<file path="src/rtl/instruction_fetch_pkg.sv">
// Shared definitions for the fetch stage: FSM encoding and instruction field layout.
package sc_fetch_pkg;

   typedef enum logic [2:0] {
      IDLE  = 3'd0,
      ISSUE = 3'd1,
      FETCH = 3'd2,
      HOLD  = 3'd3,
      FAULT = 3'd4
   } state_t;

   localparam int unsigned OPC_HI = 15;
   localparam int unsigned OPC_LO = 9;
   localparam int unsigned DR_HI  = 8;
   localparam int unsigned DR_LO  = 6;
   localparam int unsigned SA_HI  = 5;
   localparam int unsigned SA_LO  = 3;
   localparam int unsigned SB_HI  = 2;
   localparam int unsigned SB_LO  = 0;

   localparam int unsigned OFFSET_W = 6;

endpackage

</file>
<file path="src/rtl/instruction_fetch_if.sv">
// Fetch-stage bus: PC input, instruction-memory req/ack, decode valid/ready and PC-controller feedback.
interface instruction_fetch_if #(
   parameter int unsigned ADDR_W = 16,
   parameter int unsigned DATA_W = 16
) ();

   logic [ADDR_W-1:0] PC;
   logic              mem_req;
   logic [ADDR_W-1:0] mem_addr;
   logic              mem_ack;
   logic [DATA_W-1:0] mem_rdata;
   logic [DATA_W-1:0] IR;
   logic              ir_valid;
   logic              ir_ready;
   logic              pc_advance;
   logic [ADDR_W-1:0] branch_offset;
   logic              fetch_fault;

   modport master (
      input  PC, mem_ack, mem_rdata, ir_ready,
      output mem_req, mem_addr, IR, ir_valid, pc_advance, branch_offset, fetch_fault
   );

   modport slave (
      output PC, mem_ack, mem_rdata, ir_ready,
      input  mem_req, mem_addr, IR, ir_valid, pc_advance, branch_offset, fetch_fault
   );

endinterface

</file>
<file path="src/rtl/instruction_fetch_offset_sign_ext.sv">
// Sign-extends the 6-bit branch offset field to the address width.
module offset_sign_ext
   import sc_fetch_pkg::*;
#(
   parameter int unsigned ADDR_W = 16
) (
   input  logic [OFFSET_W-1:0] i_offset,
   output logic [ADDR_W-1:0]   o_ext
);

   assign o_ext = {{(ADDR_W-OFFSET_W){i_offset[OFFSET_W-1]}}, i_offset};

endmodule

</file>
<file path="src/rtl/instruction_fetch.sv">
// Instruction fetch stage: latches PC, reads instruction memory with a bounded wait,
// holds the word in IR for decode and pulses pc_advance on acceptance.
module instruction_fetch
   import sc_fetch_pkg::*;
#(
   parameter int unsigned ADDR_W  = 16,
   parameter int unsigned DATA_W  = 16,
   parameter int unsigned TIMEOUT = 8
) (
   input  logic         clock,
   input  logic         reset,
   instruction_fetch_if.master bus
);

   localparam int unsigned      CNT_W    = (TIMEOUT > 2) ? $clog2(TIMEOUT) : 1;
   localparam logic [CNT_W-1:0] CNT_LAST = CNT_W'(TIMEOUT - 1);

   state_t              r_state;
   state_t              w_next;
   logic [ADDR_W-1:0]   r_mem_addr;
   logic [DATA_W-1:0]   r_ir;
   logic                r_ir_valid;
   logic                r_fault;
   logic [CNT_W-1:0]    r_wait_cnt;
   logic                w_mem_req;
   logic                w_pc_advance;
   logic                w_addr_load;
   logic                w_ir_load;
   logic                w_cnt_inc;
   logic [OFFSET_W-1:0] w_offset;

   always_ff @(posedge clock) begin
      if (reset) r_state <= IDLE;
      else       r_state <= w_next;
   end

   always_comb begin
      w_next       = r_state;
      w_mem_req    = 1'b0;
      w_pc_advance = 1'b0;
      w_addr_load  = 1'b0;
      w_ir_load    = 1'b0;
      w_cnt_inc    = 1'b0;
      case (r_state)
         IDLE:  w_next = ISSUE;
         ISSUE: begin
            w_addr_load = 1'b1;
            w_next      = FETCH;
         end
         FETCH: begin
            w_mem_req = 1'b1;
            if (bus.mem_ack) begin
               w_ir_load = 1'b1;
               w_next    = HOLD;
            end else if ((TIMEOUT != 0) && (r_wait_cnt == CNT_LAST)) begin
               w_next = FAULT;
            end else begin
               w_cnt_inc = 1'b1;
            end
         end
         HOLD: begin
            if (bus.ir_ready) begin
               w_pc_advance = 1'b1;
               w_next       = ISSUE;
            end
         end
         FAULT:   w_next = FAULT;
         default: w_next = IDLE;
      endcase
   end

   // The wait counter is cleared while the address is latched so every request starts a fresh window.
   always_ff @(posedge clock) begin
      if (reset) begin
         r_mem_addr <= '0;
         r_ir       <= '0;
         r_ir_valid <= 1'b0;
         r_fault    <= 1'b0;
         r_wait_cnt <= '0;
      end else begin
         if (w_addr_load) begin
            r_mem_addr <= bus.PC;
            r_wait_cnt <= '0;
         end
         if (w_cnt_inc) r_wait_cnt <= r_wait_cnt + 1'b1;
         if (w_ir_load) begin
            r_ir       <= bus.mem_rdata;
            r_ir_valid <= 1'b1;
         end
         if (w_pc_advance) r_ir_valid <= 1'b0;
         if (w_next == FAULT) r_fault <= 1'b1;
      end
   end

   assign w_offset = {r_ir[DR_HI:DR_LO], r_ir[SB_HI:SB_LO]};

   offset_sign_ext #(.ADDR_W(ADDR_W)) u_offset_sign_ext (
      .i_offset (w_offset),
      .o_ext    (bus.branch_offset)
   );

   assign bus.mem_req     = w_mem_req;
   assign bus.mem_addr    = r_mem_addr;
   assign bus.IR          = r_ir;
   assign bus.ir_valid    = r_ir_valid;
   assign bus.pc_advance  = w_pc_advance;
   assign bus.fetch_fault = r_fault;

endmodule

</file>
<file path="src/flat_wrapper.sv">
// flat-port wrapper written by rule: the top's interface ports become plain ports
module instruction_fetch_flat import sc_fetch_pkg::*;
#(
   parameter int unsigned ADDR_W  = 16,
   parameter int unsigned DATA_W  = 16,
   parameter int unsigned TIMEOUT = 8
)
  (clock, reset, bus_PC, bus_mem_ack, bus_mem_rdata, bus_ir_ready, bus_mem_req, bus_mem_addr, bus_IR, bus_ir_valid, bus_pc_advance, bus_branch_offset, bus_fetch_fault);
  instruction_fetch_if #(.ADDR_W(ADDR_W), .DATA_W(DATA_W)) bus_i ();
  input  logic clock;
  input  logic reset;
  input wire logic [$bits(bus_i.PC)-1:0] bus_PC;
  input wire logic [$bits(bus_i.mem_ack)-1:0] bus_mem_ack;
  input wire logic [$bits(bus_i.mem_rdata)-1:0] bus_mem_rdata;
  input wire logic [$bits(bus_i.ir_ready)-1:0] bus_ir_ready;
  output wire logic [$bits(bus_i.mem_req)-1:0] bus_mem_req;
  output wire logic [$bits(bus_i.mem_addr)-1:0] bus_mem_addr;
  output wire logic [$bits(bus_i.IR)-1:0] bus_IR;
  output wire logic [$bits(bus_i.ir_valid)-1:0] bus_ir_valid;
  output wire logic [$bits(bus_i.pc_advance)-1:0] bus_pc_advance;
  output wire logic [$bits(bus_i.branch_offset)-1:0] bus_branch_offset;
  output wire logic [$bits(bus_i.fetch_fault)-1:0] bus_fetch_fault;
  assign bus_i.PC = bus_PC;
  assign bus_i.mem_ack = bus_mem_ack;
  assign bus_i.mem_rdata = bus_mem_rdata;
  assign bus_i.ir_ready = bus_ir_ready;
  assign bus_mem_req = bus_i.mem_req;
  assign bus_mem_addr = bus_i.mem_addr;
  assign bus_IR = bus_i.IR;
  assign bus_ir_valid = bus_i.ir_valid;
  assign bus_pc_advance = bus_i.pc_advance;
  assign bus_branch_offset = bus_i.branch_offset;
  assign bus_fetch_fault = bus_i.fetch_fault;
  instruction_fetch #(.ADDR_W(ADDR_W), .DATA_W(DATA_W), .TIMEOUT(TIMEOUT)) u_core (.clock(clock), .reset(reset), .bus(bus_i));
endmodule
</file>
<file path="config.mk">
export PLATFORM = sky130hd
export DESIGN_NAME = instruction_fetch_flat
export DESIGN_NICKNAME = d
export VERILOG_FILES = /design/src/rtl/instruction_fetch_pkg.sv /design/src/rtl/instruction_fetch_if.sv /design/src/rtl/instruction_fetch_offset_sign_ext.sv /design/src/rtl/instruction_fetch.sv /design/src/flat_wrapper.sv
export SDC_FILE = /design/constraint.sdc
export NUM_CORES = 1
export LEC_CHECK = 0
export ABC_AREA = 1
export ABC_CLOCK_PERIOD_IN_PS = 1400
export BUFFER_PORTS_ARGS = -buffer_cell sky130_fd_sc_hd__buf_4
export CAP_MARGIN = 25
export CORE_MARGIN = 4
export CORE_UTILIZATION = 46
export CTS_BUF_LIST = sky130_fd_sc_hd__clkbuf_4 sky130_fd_sc_hd__clkbuf_8
export DETAILED_ROUTE_END_ITERATION = 16
export HOLD_SLACK_MARGIN = 0.1
export PLACE_DENSITY = 0.82
export SLEW_MARGIN = 20
export SYNTH_ARGS = -nofsm -noshare
export SYNTH_HDL_FRONTEND = slang
export SYNTH_SLANG_ARGS = --single-unit
</file>
<file path="constraint.sdc">
create_clock -name clock -period 1.4 [get_ports clock]
set_input_delay 0.21 -clock clock [delete_from_list [all_inputs] [get_ports clock]]
set_output_delay 0.21 -clock clock [all_outputs]
set_load 0.1 [all_outputs]
</file>
After elaboration in Yosys (flattened, before gate mapping):

Index checks and enable logic that the tools add are counted.

* bits in registers: 40
* input port bits: 36
* output and inout port bits: 52

* $add $sub $neg: 1
* equal/unequal tests: 6
* multiplexer cells: 15
* reductions and logical operators: 3

Operators by type and width (count)
* 3-bit 2-to-1 mux: 5
* 3-bit one-hot mux with 5 select lines: 1
* 3-bit equality test (second input constant): 3
* 1-bit 2-to-1 mux: 9
* 3-bit by 2-bit equality test with 1-bit output (second input constant): 2
* 3-bit by 1-bit adder with 3-bit output (second input constant): 1
* 3-bit by 1-bit equality test with 1-bit output (second input constant): 1
* 3-bit logical NOT: 1
* 2-bit nonzero test: 1
* 2-bit OR reduction: 1

Depth between registers and ports, before layout:

Gate-level depths: netlist of the first run.

* depth in word-level cells: 5
* mapped depth: 8

Cells and area by module:

From an unflattened synthesis of the first run, not the netlist that was laid out.

* cell total of the unflattened synthesis: 212
* area, all modules: 1661.6 um2

Modules (own cells, without submodules)
* instruction_fetch: times used 1, cells each 196, area each 1541.5 um2
* offset_sign_ext: times used 1, cells each 16, area each 120.1 um2

Worst setup path after synthesis of the first run:

Ideal clock, no wire load.

* path type: reg2out
* start point: reg u_core.r_state[2]
* end point: out bus_pc_advance
* arrival: 1815 ps
* data required time: 1190 ps
* path slack: -625 ps
* cell stages (with the launch flop): 6
* cell sequence: dfxtp_1 > inv_2 > nand2_2 > inv_1 > nand2_1 > nor2_1

* longest elaborated chain between the ends: 2

RTL lines
* start: declaration: RTL line instruction_fetch.sv:18 `state_t r_state;`
* start signal: assignment: RTL line instruction_fetch.sv:34 `else r_state <= w_next;`
* 3-bit by 2-bit equality test with 1-bit output: RTL line instruction_fetch.sv:44 `case (r_state)`
* 1-bit 2-to-1 mux: RTL line instruction_fetch.sv:44
* end: declaration: RTL line flat_wrapper.sv:20 `output wire logic [$bits(bus_i.pc_advance)-1:0] bus_pc_advance;`

No other way between the ends.

Worst setup path after layout of the first run:

Same ends and word-level chain as after synthesis.

==> results of run 1 <==
worst max-delay path, delay by kind of cell (launching register included):
| kind | cells | cell delay (ns) |
|---|---|---|
| flip-flops | 1 | 0.35 |
| AND/OR/NAND/NOR | 3 | 0.21 |
| buffers and inverters | 3 | 0.31 |
cells by family after synthesis:
logic type / Yosys count
DFF: 40
adders and majority gates: 2
AOI/OAI and AO/OA: 54
buffers and inverters: 51
and+or+nand+nor: 62
stage by stage:
| stage | setup slack (ns) | utilization (%) | instance area (um2) | instances | total power [mW] |
|---|---|---|---|---|---|
| 3_5_place_dp | 0.1008 | 65.86 | 2250 | 321 | 2.669 |
| 3_3_place_gp | 0.1766 | 65.86 | 2250 | 321 | 2.649 |
| 4_1_cts | -0.06240 | 71.03 | 2426 | 332 | 3.586 |
| 2_1_floorplan | -0.1930 | - | 1672 | 209 | 2.395 |
| 5_1_grt | -0.1028 | 71.47 | 2441 | 333 | 3.730 |
| 6_report | -0.02111 | 71.47 | 2441 | 333 | 3.589 |
cell usage in the layout, fill, tap and decap left out:
cell and n:
sky130_fd_sc_hd__nand3_1 9, sky130_fd_sc_hd__ha_1 2, sky130_fd_sc_hd__dfxtp_1 31, sky130_fd_sc_hd__o21ai_0 27
sky130_fd_sc_hd__nor2_1 39, sky130_fd_sc_hd__nor3_1 1, sky130_fd_sc_hd__dlygate4sd3_1 3, sky130_fd_sc_hd__buf_4 89
sky130_fd_sc_hd__inv_1 22, sky130_fd_sc_hd__clkbuf_4 5, sky130_fd_sc_hd__o21ai_1 7, sky130_fd_sc_hd__nand2_4 3
sky130_fd_sc_hd__buf_12 4, sky130_fd_sc_hd__dfxtp_2 9, sky130_fd_sc_hd__inv_4 1, sky130_fd_sc_hd__inv_6 1
sky130_fd_sc_hd__inv_2 2, sky130_fd_sc_hd__nand2_1 6, sky130_fd_sc_hd__a211oi_1 1, sky130_fd_sc_hd__nand3_2 1
sky130_fd_sc_hd__nand3b_1 1, sky130_fd_sc_hd__a21oi_1 19, sky130_fd_sc_hd__bufinv_16 2, sky130_fd_sc_hd__nor2_4 2
path summary, 6_finish.rpt:
check             slack, ns                     end
setup / recovery      -0.02          bus_pc_advance
hold / removal         0.11       u_core.bus.IR[13]
setup reg to reg       0.07    u_core.r_wait_cnt[1]
hold reg to reg        0.45  u_core.bus.mem_addr[3]
repair_timing:
| item | 4_1_cts | 5_1_grt |
|---|---|---|
| setup endpoints to repair | 2 | 5 |
| setup buffers | 1 | 1 |
| hold endpoints to repair | 6 | 0 |
| hold buffers | 3 | 0 |
| resized for setup | 13 | 2 |
| gates cloned | 0 | 0 |
| pin swaps | 1 | 1 |
sequential cells by signal (all words and copies together) (netlist names):
signal,cells
u_core.bus.IR,16
u_core.bus.fetch_fault,1
u_core.bus.ir_valid,1
u_core.bus.mem_addr,16
u_core.r_state,3
u_core.r_wait_cnt,3
power groups by stage:
stage	Clock (mW)	Sequential (mW)	Combinational [mW]
CTS	0.916	1.30	1.37
global placement	0	1.32	1.33
finish	0.912	1.30	1.38
global route	0.982	1.32	1.43
detailed placement	0	1.32	1.35
floorplan	0	1.91	0.482
metal layers:
| layer | wire (um) | vias to the layer above | track usage [%] |
|---|---|---|---|
| met5 | 0 | - | 0 |
| li1 | - | 801 | - |
| met1 | 1547 | 701 | 19.15 |
| met3 | 448 | 5 | 5.583 |
| met4 | 53 | 0 | 5.955 |
| met2 | 2124 | 65 | 32.13 |
final cells by class:
type / instances / share of cell area, %
clock inverter: 2 / 2.460
multi-input combinational: 118 / 24.19
timing repair buffer: 96 / 31.88
tap: 46 / 2.358
sequential: 40 / 33.27
inverter: 26 / 4.305
clock buffer: 5 / 1.538
==> impl_metrics.env, run 1 <==
export IMPL_timing_max_cap_violations=0
export IMPL_mappedNetlistArea_um2=1658
export IMPL_place_port_buffers=87
export IMPL_multi_input_area_um2=590.6
export IMPL_count_of_different_cell_masters_after_synthesis=24
export IMPL_detail_route_iter0_violations=54
export IMPL_floorplan_die_height_um=68.04
export IMPL_cp_cell_sequence="inv_2 -> nand2_4 -> inv_4 -> nand2_4 -> nor2_4 -> buf_12"
export IMPL_main_combinational_cell_family_by_area_after_synthesis="buffers and inverters"
export IMPL_synth_area_leader_cell="sky130_fd_sc_hd__dfxtp_1"
export IMPL_fmaxAchievable_ghz=0.7037
export IMPL_timing_critical_path_mode_cell="sky130_fd_sc_hd__nand2_4"
export IMPL_synthFlopType="sky130_fd_sc_hd__dfxtp_1"
export IMPL_vias_in_the_first_global_route=1368
export IMPL_syn_to_final_growth_pct=47.25
export IMPL_worst_hold_path_type="primary input to register"
export IMPL_worst_path_max_fanout=2
export IMPL_synth_edf_count=0
export IMPL_std_cell_rows=21
export IMPL_timing_critical_path_to_type="output port"
export IMPL_final_setup_tns_ns=-0.02111
export IMPL_synth_async_sr_flop_share_pct=0
export IMPL_pwr_share_seq_pct=36.3
export IMPL_grt_start_max_net_pins=37
export IMPL_cts_root_buffer_cell="sky130_fd_sc_hd__clkbuf_4"
export IMPL_startpoint_of_the_worst_setup_timing_path="u_core.r_state[2]"
export IMPL_crit_path_top_delay_cell="sky130_fd_sc_hd__dfxtp_2"
export IMPL_yosys_area_top_type_share_pct=48.30
export IMPL_detail_route_drc_violations=0
export IMPL_wl_per_cell_um=12.53
export IMPL_synth_mux_area_fraction_pct=0
export IMPL_clk_transition_reported_paths_ns=0.12
export IMPL_postRouteWirelength_um=4173
export IMPL_finalWorstSetupSlack_ns=-0.02111
export IMPL_seq_area_frac_synth_pct=48.30
export IMPL_worstSetupStartpointType="register"
export IMPL_place_hpwl_um=2988
export IMPL_cts_tree="built"
export IMPL_cp_arrival_ns=1.21
export IMPL_ys_ff_latch=40
export IMPL_ioPinCount=88
export IMPL_cts_htree_levels=2
export IMPL_layout_drive_gt1_share_pct=41.46
export IMPL_synth_commonest_cells="sky130_fd_sc_hd__dfxtp_1, sky130_fd_sc_hd__nor2_1, sky130_fd_sc_hd__o21ai_0"
export IMPL_grt_antenna_before_repair=0
export IMPL_run_status="finished, violations left"
export IMPL_unrepaired_setup_endpoints_after_global_routing="true"
export IMPL_power_ir_vdd_worst_mv=0.8500
export IMPL_synth_simple_area_share_pct=16.45
export IMPL_synthTopCellsByArea="sky130_fd_sc_hd__dfxtp_1, sky130_fd_sc_hd__nor2_1, sky130_fd_sc_hd__o21ai_0, sky130_fd_sc_hd__buf_4, sky130_fd_sc_hd__a21oi_1"
export IMPL_n_antenna_cell=0
export IMPL_antenna_left=0
export IMPL_globalRouteTotalUtil_pct=17.67
export IMPL_synth_fp_nets=247
export IMPL_finalWeightedCongestion=0.8541
export IMPL_design_die_area_um2=4629
export IMPL_period_needed_ns=1.421
export IMPL_hold_worst_slack_ns=0.1102
export IMPL_cts_buffers=5
export IMPL_synth_adder_area_share_pct=1.509
export IMPL_timing_setup_critical_path_class="register to output port"
export IMPL_slew_headroom_pct=75.13
export IMPL_launch_instance_of_the_worst_min_delay_path="bus_mem_rdata[13]"
export IMPL_vias_per_cell=4.721
export IMPL_worst_r2r_cell_count=6
export IMPL_dieWidth_um=68.04
export IMPL_grt_pass1_wl_um=6154
export IMPL_maxSlewViolCount=0
export IMPL_post_route_period_util_pct=101.5
export IMPL_power_share_combinational_pct=38.3
export IMPL_setup_viol_count_final=1
export IMPL_tightestPinTransition_ns=0.3702
export IMPL_cellInternalPower_mw=2.100
export IMPL_failed_checks="setup timing"
export IMPL_overflow=0
export IMPL_via_count=1572
export IMPL_postSynthAreaPerCell_um2=7.932
export IMPL_core_area_um2=3416
export IMPL_layout_area_seq_um2=812.0
export IMPL_cts_max_path_buffers=2
export IMPL_power_switching_mw=1.490
export IMPL_net_count_final=325
export IMPL_report_final_hold_viol_count=0
export IMPL_clockPowerShare_pct=25.4
export IMPL_power_density_nw_per_um2=1470
export IMPL_min_path_cells=3
export IMPL_post_synth_xor_area_fraction_pct=0
export IMPL_slowest_delay_ns=0.35
export IMPL_ys_warn_count=0
export IMPL_synth_compound_gate_area_share_pct=16.45
export IMPL_syn_inst=209
export IMPL_clock_skew_ns=0.005650
export IMPL_regToRegStartpoint="u_core.r_wait_cnt[0]"
export IMPL_leakage_power_of_the_design_nw=1.171
export IMPL_initial_core_util_pct=48.53
export IMPL_clk_latency_ns=0.34
export IMPL_cts_sinks=40
export IMPL_fillCellCount=291
export IMPL_netSwitchingFraction_pct=41.50
export IMPL_cp_required_ns=1.19
export IMPL_detailedRoute_firstPassIterationCount=6
Note: power is estimated with default switching activity, not from simulation.
==> run 2, diff against run 1 <==
CORE_UTILIZATION = 25   (was 46)
PLACE_DENSITY = default   (was 0.82)
==> impl_metrics.env, run 2 (synthesized netlist as in run 1, its figures left out) <==
export IMPL_run_status="complete, no violations"
export IMPL_place_port_buffers=87
export IMPL_core_area_um2=6386
export IMPL_vias_in_the_first_global_route=1462
export IMPL_via_count=1548
export IMPL_layout_common_cells="sky130_fd_sc_hd__buf_4, sky130_fd_sc_hd__nor2_1, sky130_fd_sc_hd__dfxtp_1"
export IMPL_cp_arrival_ns=1.14
export IMPL_detailed_place_area_um2=2281
export IMPL_leakage_power_of_the_design_nw=1.150
export IMPL_slowest_delay_ns=0.33
export IMPL_report_final_hold_viol_count=0
export IMPL_power_ir_vdd_worst_mv=0.6692
export IMPL_tightestPinTransition_ns=0.3600
export IMPL_grt_antenna_before_repair=0
export IMPL_std_cell_rows=29
export IMPL_critical_path_top_delay_family="flip-flops"
export IMPL_n_antenna_cell=0
export IMPL_dieWidth_um=89.44
export IMPL_design_die_area_um2=7999
export IMPL_holdBufCountCts=0
export IMPL_timing_critical_path_mode_cell="sky130_fd_sc_hd__inv_2"
export IMPL_vias_per_cell=4.288
export IMPL_fmaxAchievable_ghz=0.7397
export IMPL_r2r_slack_ns=0.10
export IMPL_fillCellCount=678
export IMPL_grt_pass1_wl_um=6279
export IMPL_cp_required_ns=1.19
export IMPL_wl_per_cell_um=11.22
export IMPL_overflow=0
export IMPL_layout_drive_gt1_share_pct=42.25
export IMPL_crit_path_top_delay_cell="sky130_fd_sc_hd__dfxtp_2"
export IMPL_final_common_cell="sky130_fd_sc_hd__buf_4"
export IMPL_timing_critical_path_depth=6
export IMPL_multi_input_area_um2=588.1
export IMPL_finalInstanceArea_um2=2442
export IMPL_syn_to_final_growth_pct=47.32
export IMPL_postLayoutCoreUtil_pct=38.24
export IMPL_setup_viol_count_final=0
export IMPL_cts_max_path_buffers=2
export IMPL_worst_hold_path_type="primary input to register"
export IMPL_antenna_left=0
export IMPL_cts_buffers=5
export IMPL_cts_root_buffer_cell="sky130_fd_sc_hd__clkbuf_8"
export IMPL_clk_transition_reported_paths_ns=0.08
export IMPL_timing_setup_critical_path_class="register to output port"
export IMPL_grt_start_max_net_pins=36
export IMPL_report_power_total_mw=3.590
export IMPL_timing_max_cap_violations=0
export IMPL_cts_sinks=40
export IMPL_detail_route_iter0_violations=66
export IMPL_layout_area_seq_um2=812.0
export IMPL_detail_route_drc_violations=0
export IMPL_floorplan_die_height_um=89.44
export IMPL_clk_latency_ns=0.29
export IMPL_detailedRoute_firstPassIterationCount=5
export IMPL_worst_r2r_cell_count=6
export IMPL_period_needed_ns=1.352
export IMPL_place_hpwl_um=2998
export IMPL_globalRouteTotalUtil_pct=10.03
export IMPL_unrepaired_setup_endpoints_after_global_routing="true"
export IMPL_clock_skew_ns=0.009971
export IMPL_initial_core_util_pct=25.96
export IMPL_worst_path_max_fanout=2
export IMPL_slew_headroom_pct=75.82
export IMPL_ioPinCount=88
export IMPL_cts_htree_levels=2
export IMPL_post_route_period_util_pct=96.56
export IMPL_power_density_nw_per_um2=1470
export IMPL_net_count_final=321
export IMPL_worstSetupStartpointType="register"
export IMPL_regToRegStartpoint="u_core.r_wait_cnt[0]"
export IMPL_rr_endpoint="u_core.r_wait_cnt[0]"
export IMPL_postRouteWirelength_um=4050
export IMPL_cts_tree="built"
export IMPL_startpoint_of_the_worst_setup_timing_path="u_core.r_state[2]"
export IMPL_cp_endpoint="bus_pc_advance"
export IMPL_timing_critical_path_to_type="output port"
export IMPL_finalWeightedCongestion=0.7483
export IMPL_cp_cell_sequence="inv_2 -> nand2_4 -> inv_2 -> nand2_2 -> nor2_4 -> buf_12"
export IMPL_worst_path_buf_inv=3
export IMPL_maxSlewViolCount=0
[run 2: changes by cell type in the layout (fill, tap and decap cells not counted), sizes merged]
cell	delta
buf	-1
bufinv	-1
clkbuf	+1
clkinv	+1
dlygate4sd3	-3
[run 2: worst min-delay path by stage]
stage          start  cells past startpoint                   end
3_5_place_dp   reset                      2  u_core.r_wait_cnt[1]
3_3_place_gp   reset                      2  u_core.r_wait_cnt[0]
6_report       reset                      2     u_core.r_state[0]
5_1_grt        reset                      2     u_core.r_state[0]
2_1_floorplan  reset                      1  u_core.r_wait_cnt[0]
4_1_cts        reset                      2     u_core.r_state[0]
[run 2: stage by stage]
step | worst slack, ns | setup TNS (ns) | cells | hold WS, ns
after floorplan | -0.1930 | -2.546 | 209 | 0.2791
after global placement | 0.1423 | 0 | 351 | 0.4292
after detailed placement | 0.08365 | 0 | 351 | 0.4301
after CTS | 0.01764 | 0 | 361 | 0.1148
after global routing | -0.01511 | -0.01511 | 361 | 0.1172
final | 0.04810 | 0 | 361 | 0.1286
[run 2: cell type report]
cell class / instances / share of cell area [%]
Inverter: 26 / 4.201
Clock inverter: 2 / 1.434
Tap cell: 77 / 3.945
Clock buffer: 6 / 3.125
Timing Repair Buffer: 92 / 29.97
Sequential cell: 40 / 33.25
Multi-Input combinational cell: 118 / 24.08
[run 2: routing by layer]
metal  vias to the layer above  GRT usage [%]  routed length, um
li1                        795              -                  -
met1                       678          12.41               1772
met2                        71          16.14               1752
met3                         4          3.318                488
met4                         0          3.789                 37
met5                         -              0                  0
[run 2: what timing repair did]
action,in CTS,in global routing
endpoints found under the setup margin,2,4
setup buffers,2,0
resized for setup,11,1
hold endpoints to repair,0,0
pin swaps,1,1
[run 2: power by group]
| group | internal, mW | switching (mW) | leakage, nW |
|---|---|---|---|
| Sequential | 1.23 | 0.0623 | 0.331 |
| Clock | 0.549 | 0.398 | 0.0586 |
| Combinational | 0.301 | 1.05 | 0.760 |
| Total | 2.08 | 1.51 | 1.15 |
